<file path="src/rtl/axi_sram_rd_slave.sv">
// AXI4 read-channel responder for a single-port synchronous SRAM with 1-cycle read latency.
// It serves one burst at a time (FIXED/INCR/WRAP) and returns SLVERR beats for illegal requests.
module axi_sram_rd_slave #(
  parameter int DATA_WIDTH   = 32,
  parameter int ADDR_WIDTH   = 16,
  parameter int ID_WIDTH     = 12,
  parameter int STROBE_WIDTH = DATA_WIDTH >> 3
) (
  input  logic                                          aclk,
  input  logic                                          areset,
  input  logic [ID_WIDTH-1:0]                           arid,
  input  logic [ADDR_WIDTH-1:0]                         araddr,
  input  logic [7:0]                                    arlen,
  input  logic [2:0]                                    arsize,
  input  logic [1:0]                                    arburst,
  input  logic                                          arvalid,
  output logic                                          arready,
  output logic [ID_WIDTH-1:0]                           rid,
  output logic [DATA_WIDTH-1:0]                         rdata,
  output logic [1:0]                                    rresp,
  output logic                                          rlast,
  output logic                                          rvalid,
  input  logic                                          rready,
  output logic                                          mem_en,
  output logic [ADDR_WIDTH-$clog2(STROBE_WIDTH)-1:0]    mem_addr,
  input  logic [DATA_WIDTH-1:0]                         mem_rdata
);

  localparam int SW_LOG = $clog2(STROBE_WIDTH);
  localparam logic [ADDR_WIDTH-1:0] ONE = ADDR_WIDTH'(1);
  localparam logic [1:0] RESP_OKAY   = 2'b00;
  localparam logic [1:0] RESP_SLVERR = 2'b10;
  localparam logic [1:0] BURST_FIXED = 2'b00;
  localparam logic [1:0] BURST_WRAP  = 2'b10;

  typedef enum logic [1:0] {S_IDLE, S_FETCH, S_WAIT, S_DATA} state_t;

  state_t                state, state_nxt;
  logic [ADDR_WIDTH-1:0] cur_addr;
  logic [ADDR_WIDTH-1:0] next_addr;
  logic [7:0]            len;
  logic [7:0]            beat;
  logic [2:0]            size;
  logic [1:0]            burst;
  logic                  err;
  logic                  ar_hs;
  logic                  r_hs;

  function automatic logic ar_error(input logic [ADDR_WIDTH-1:0] addr,
                                    input logic [7:0]            l,
                                    input logic [2:0]            s,
                                    input logic [1:0]            b);
    logic [ADDR_WIDTH-1:0] nb_mask;
    logic                  e;
    nb_mask = ~({ADDR_WIDTH{1'b1}} << s);
    e = 1'b0;
    if (b == 2'b11) e = 1'b1;
    if (int'(s) > SW_LOG) e = 1'b1;
    if (b == BURST_WRAP && !(l == 8'd1 || l == 8'd3 || l == 8'd7 || l == 8'd15)) e = 1'b1;
    if (b == BURST_WRAP && (addr & nb_mask) != '0) e = 1'b1;
    return e;
  endfunction

  // WRAP windows are power-of-two sized for every legal request, so the
  // lower bound is a simple mask of the current address.
  function automatic logic [ADDR_WIDTH-1:0] next_beat_addr(input logic [ADDR_WIDTH-1:0] addr,
                                                           input logic [7:0]            l,
                                                           input logic [2:0]            s,
                                                           input logic [1:0]            b);
    logic [ADDR_WIDTH-1:0] nb, aligned, incr, wsize, lower, nxt;
    nb      = ONE << s;
    aligned = addr & ~(nb - ONE);
    incr    = aligned + nb;
    wsize   = (ADDR_WIDTH'(l) + ONE) << s;
    lower   = addr & ~(wsize - ONE);
    case (b)
      BURST_FIXED: nxt = addr;
      BURST_WRAP:  nxt = (incr == lower + wsize) ? lower : incr;
      default:     nxt = incr;
    endcase
    return nxt;
  endfunction

  assign ar_hs     = arvalid && arready && (state == S_IDLE);
  assign r_hs      = rvalid && rready && (state == S_DATA);
  assign next_addr = next_beat_addr(cur_addr, len, size, burst);
  assign mem_en    = (state == S_FETCH) && !err;
  assign mem_addr  = mem_en ? cur_addr[ADDR_WIDTH-1:SW_LOG] : '0;

  always_comb begin
    state_nxt = state;
    case (state)
      S_IDLE:  if (ar_hs) state_nxt = S_FETCH;
      S_FETCH: state_nxt = S_WAIT;
      S_WAIT:  state_nxt = S_DATA;
      S_DATA:  if (r_hs) state_nxt = rlast ? S_IDLE : S_FETCH;
      default: state_nxt = S_IDLE;
    endcase
  end

  always_ff @(posedge aclk) begin
    if (areset) begin
      state   <= S_IDLE;
      arready <= 1'b0;
      rvalid  <= 1'b0;
      rlast   <= 1'b0;
      rresp   <= RESP_OKAY;
      rid     <= '0;
      rdata   <= '0;
    end else begin
      state   <= state_nxt;
      arready <= (state_nxt == S_IDLE);
      case (state)
        S_IDLE: if (ar_hs) rid <= arid;
        // SRAM word issued during FETCH is on mem_rdata now
        S_WAIT: begin
          rvalid <= 1'b1;
          rlast  <= (beat == len);
          rresp  <= err ? RESP_SLVERR : RESP_OKAY;
          rdata  <= err ? '0 : mem_rdata;
        end
        S_DATA: if (rready) begin
          rvalid <= 1'b0;
          rlast  <= 1'b0;
        end
        default: ;
      endcase
    end
  end

  always_ff @(posedge aclk) begin
    if (ar_hs) begin
      cur_addr <= araddr;
      len      <= arlen;
      size     <= arsize;
      burst    <= arburst;
      err      <= ar_error(araddr, arlen, arsize, arburst);
      beat     <= '0;
    end else if (r_hs && !rlast) begin
      beat     <= beat + 8'd1;
      cur_addr <= next_addr;
    end
  end

endmodule

</file>
<file path="config.mk">
export PLATFORM = sky130hd
export DESIGN_NAME = axi_sram_rd_slave
export DESIGN_NICKNAME = d
export VERILOG_FILES = /design/src/rtl/axi_sram_rd_slave.sv
export SDC_FILE = /design/constraint.sdc
export NUM_CORES = 1
export LEC_CHECK = 0
export CORE_UTILIZATION = 55
export DETAILED_ROUTE_END_ITERATION = 8
export PLACE_DENSITY = 0.85
export RECOVER_POWER = 100
export SETUP_SLACK_MARGIN = 0.02
export SLEW_MARGIN = 40
export SYNTH_ARGS = -nofsm -noshare
export SYNTH_HDL_FRONTEND = slang
export SYNTH_SLANG_ARGS = --single-unit
</file>
<file path="constraint.sdc">
create_clock -name aclk -period 12.6 [get_ports aclk]
set_input_delay 3.78 -clock aclk [delete_from_list [all_inputs] [get_ports aclk]]
set_output_delay 3.78 -clock aclk [all_outputs]
set_load 0.02 [all_outputs]
</file>
==> results.toml <==
[final_layout]
instances_no_fill = 1131
syn_to_final_growth_pct = 24.3
final_cell_mix = "92 x a21oi_1, 89 x nor2_1, 77 x nand2_1"
mostFrequentLayoutCell = "a21oi_1"
n_antenna_cell = 0
fillers = 991
drive_gt1_frac = 0.0550
fin_nets = 1048

[clock_tree]
clk_latency_ns = 0.34
path_clk_slew_ns = 0.07
cts_buffers = 9
cts.htree.levels = 3
post_cts_buffers = 0
postCtsHoldBufs = 0
clock_sinks = 88
post_cts_resized = 0
cts_buffer_depth = 2
cts_tree = "built"
cts-root-buf = "clkbuf_16"

[yosys]
synth-seq-cells = 88
netlist-cell-type-count = 88
syn_inst = 864
synth.avg_cell_area_um2 = 7.89
syn_nets = 954
synth_edf_count = 30
netlist_area_um2 = 6820
yosys_warnings = 0
synth-main-ff-cell = "dfxtp_1"
yosysSeqAreaShare = 0.302
async_flop_share = 0

[die]
row_count = 40
die_w_um = 113
design.core.area_um2 = 12100
die_y_um = 113
io_pins = 141
die-area_um2 = 12800
initial_utilization = 0.565

[run]
drv_cap = 4

[global_routing]
grt_overflow = 0
grt_max_degree = 68
grt_pass1_wl_um = 33500
grtUsageTotal = 0.328
antenna_found_initial = 0
grt_pass1_vias = 6585

[worst_setup_path]
cp-end-kind = "register"
required_ns = 12.75
path_buf_inv = 2
slowest_stage = "nor4_1"
crit_cells = 25
crit_type = "reg2reg"
start_kind = "register"
crit_fanout = 16
cp_top_family = "simple AND/OR/NAND/NOR gates"
critical_path_arrival_ns = 8.50
max_stage_delay_ns = 1.32
reg2reg_depth = 25
crit_top_cell = "ha_1"

[route]
drc_errors = 0
wl_per_cell_um = 18.0
routed_wl_um = 20400
drt_pass1_iterations = 6
drt_iter0_drc = 585
num_vias = 6939
via_per_inst = 6.14
drtAntennaViolNets = 0

[run_status]
status = "finished with violations"
violations = "max-capacitance violations, max-slew violations"

[placement]
placedCellCount = 1115
pre_cts_ws_ns = 5.49
io_buffer_count = 139
place_congestion = 0.988
dp_hpwl_um = 14800

[pwr]
power_leakage_uw = 0.00322
irDropWorstVdd_v = 0.0000983
power_uw = 871
p_per_area_nw_per_um2 = 103

[timing]
setup_viol = 0
min_period_ns = 8.35
final_max_slew_viol_count = 146
worst_slack_ns = 4.25
min_period_over_period = 0.663
slew_headroom = -0.492
worstMarginPinSlew_ns = 2.24
fin_tns_setup_ns = 0
fmax_mhz = 120
hold_viol_final = 0
fin_skew_ns = 0.00961
rsz0062_at_grt = "no"

[hold_path]
holdPathStages = 2
hp-class = "reg2reg"
==> stage by stage <==
| step | util | cell area [µm²] | hold slack, ns |
|---|---|---|---|
| floorplan | - | 6820 | 0.500 |
| global placement | 0.678 | 8180 | 0.441 |
| detailed placement | 0.679 | 8200 | 0.446 |
| CTS | 0.705 | 8510 | 0.455 |
| global route | 0.703 | 8470 | 0.476 |
| finish | 0.703 | 8470 | 0.450 |
==> state kept, by name, indices dropped and copies added, names as in the netlist, 2 cells and up <==
| signal | count |
|---|---|
| beat | 8 |
| burst | 2 |
| cur_addr | 16 |
| len | 8 |
| rdata | 32 |
| rid | 12 |
| size | 3 |
| state | 2 |
==> routing by layer <==
layer | part of all wire | global-route usage
met2 | 0.45 | 0.516
met4 | 0.033 | 0.140
met1 | 0.41 | 0.424
met5 | 0 | 0
met3 | 0.11 | 0.0878
==> area by class of cell <==
type | count | area, µm² | area share
inverter | 25 | 93.8 | 0.0111
multi-input combinational | 687 | 4360 | 0.515
timing repair buffer | 147 | 1430 | 0.169
sequential | 88 | 2060 | 0.243
tap | 168 | 210 | 0.0248
clock inverter | 5 | 61.3 | 0.00723
clock buffer | 11 | 253 | 0.0298
==> path summary, 6_finish.rpt <==
kind	end	slack [ns]	start
setup / recovery	cur_addr[8]	4.25	len[0]
hold / removal	rid[1]	0.45	rid[1]
setup reg to reg	cur_addr[8]	4.25	len[0]
hold reg to reg	rid[1]	0.45	rid[1]
==> synth_stat cells (4+ instances only) <==
cell type  number  share of area
nand2_1        78          0.043
o21ai_1         4         0.0029
a21oi_1        92          0.068
buf_2          15          0.011
nand2b_1        6         0.0055
o31ai_1         6         0.0066
ha_1           13          0.024
o211ai_1        9         0.0099
or2_2           6         0.0055
and2_1         23          0.021
nor3b_1        32          0.035
a22oi_1         5         0.0055
o21a_1          8         0.0088
a311o_1         4         0.0059
o21ai_0        30          0.022
nand4_1        14          0.013
xnor2_1        41          0.053
o2111ai_1       4         0.0051
nor3_1         22          0.016
mux2i_1        15          0.022
and3_1          9         0.0083
dfxtp_1        58           0.17
clkbuf_1       41          0.023
edfxtp_1       30           0.13
a21o_1          6         0.0066
nor4_1         13          0.012
o221ai_1        4         0.0051
mux2_2          5         0.0083
nor2_1         89          0.049
inv_1          22          0.012
xor2_1         18          0.023
a31oi_1        10         0.0092
a211oi_1       11          0.012
nand3_1        27          0.020
o211a_1         4         0.0059
==> where the power goes <==
group	internal, µW	total (µW)	switching, µW
clock	166	278	112
sequential	310	329	18.9
combinational	110	264	154
==> worst reg2reg max path, delay by kind of cell (launching register included) <==
kind,cells,cell delay [ns]
XOR/XNOR,3,0.62
buffers and inverters,2,0.63
AO/OA/AOI/OAI,4,1.10
AND/OR/NAND/NOR,12,3.75
multiplexers,1,0.40
adder cells (fa/ha/maj),3,1.03
flip-flops,1,0.60
==> logic make-up (layout without fill, tap and decap cells) <==
| family | Yosys count | after routing | synth area share |
|---|---|---|---|
| other | 1 | 1 | 0.000550 |
| AO/OA/AOI/OAI | 242 | 242 | 0.237 |
| XOR/XNOR | 60 | 60 | 0.0791 |
| multiplexers | 20 | 20 | 0.0303 |
| buffers and inverters | 89 | 188 | 0.0562 |
| AND/OR/NAND/NOR | 351 | 351 | 0.271 |
| flip-flops | 88 | 88 | 0.302 |
| adder cells (fa/ha/maj) | 13 | 13 | 0.0239 |
Power figures use the tool's default switching activity.
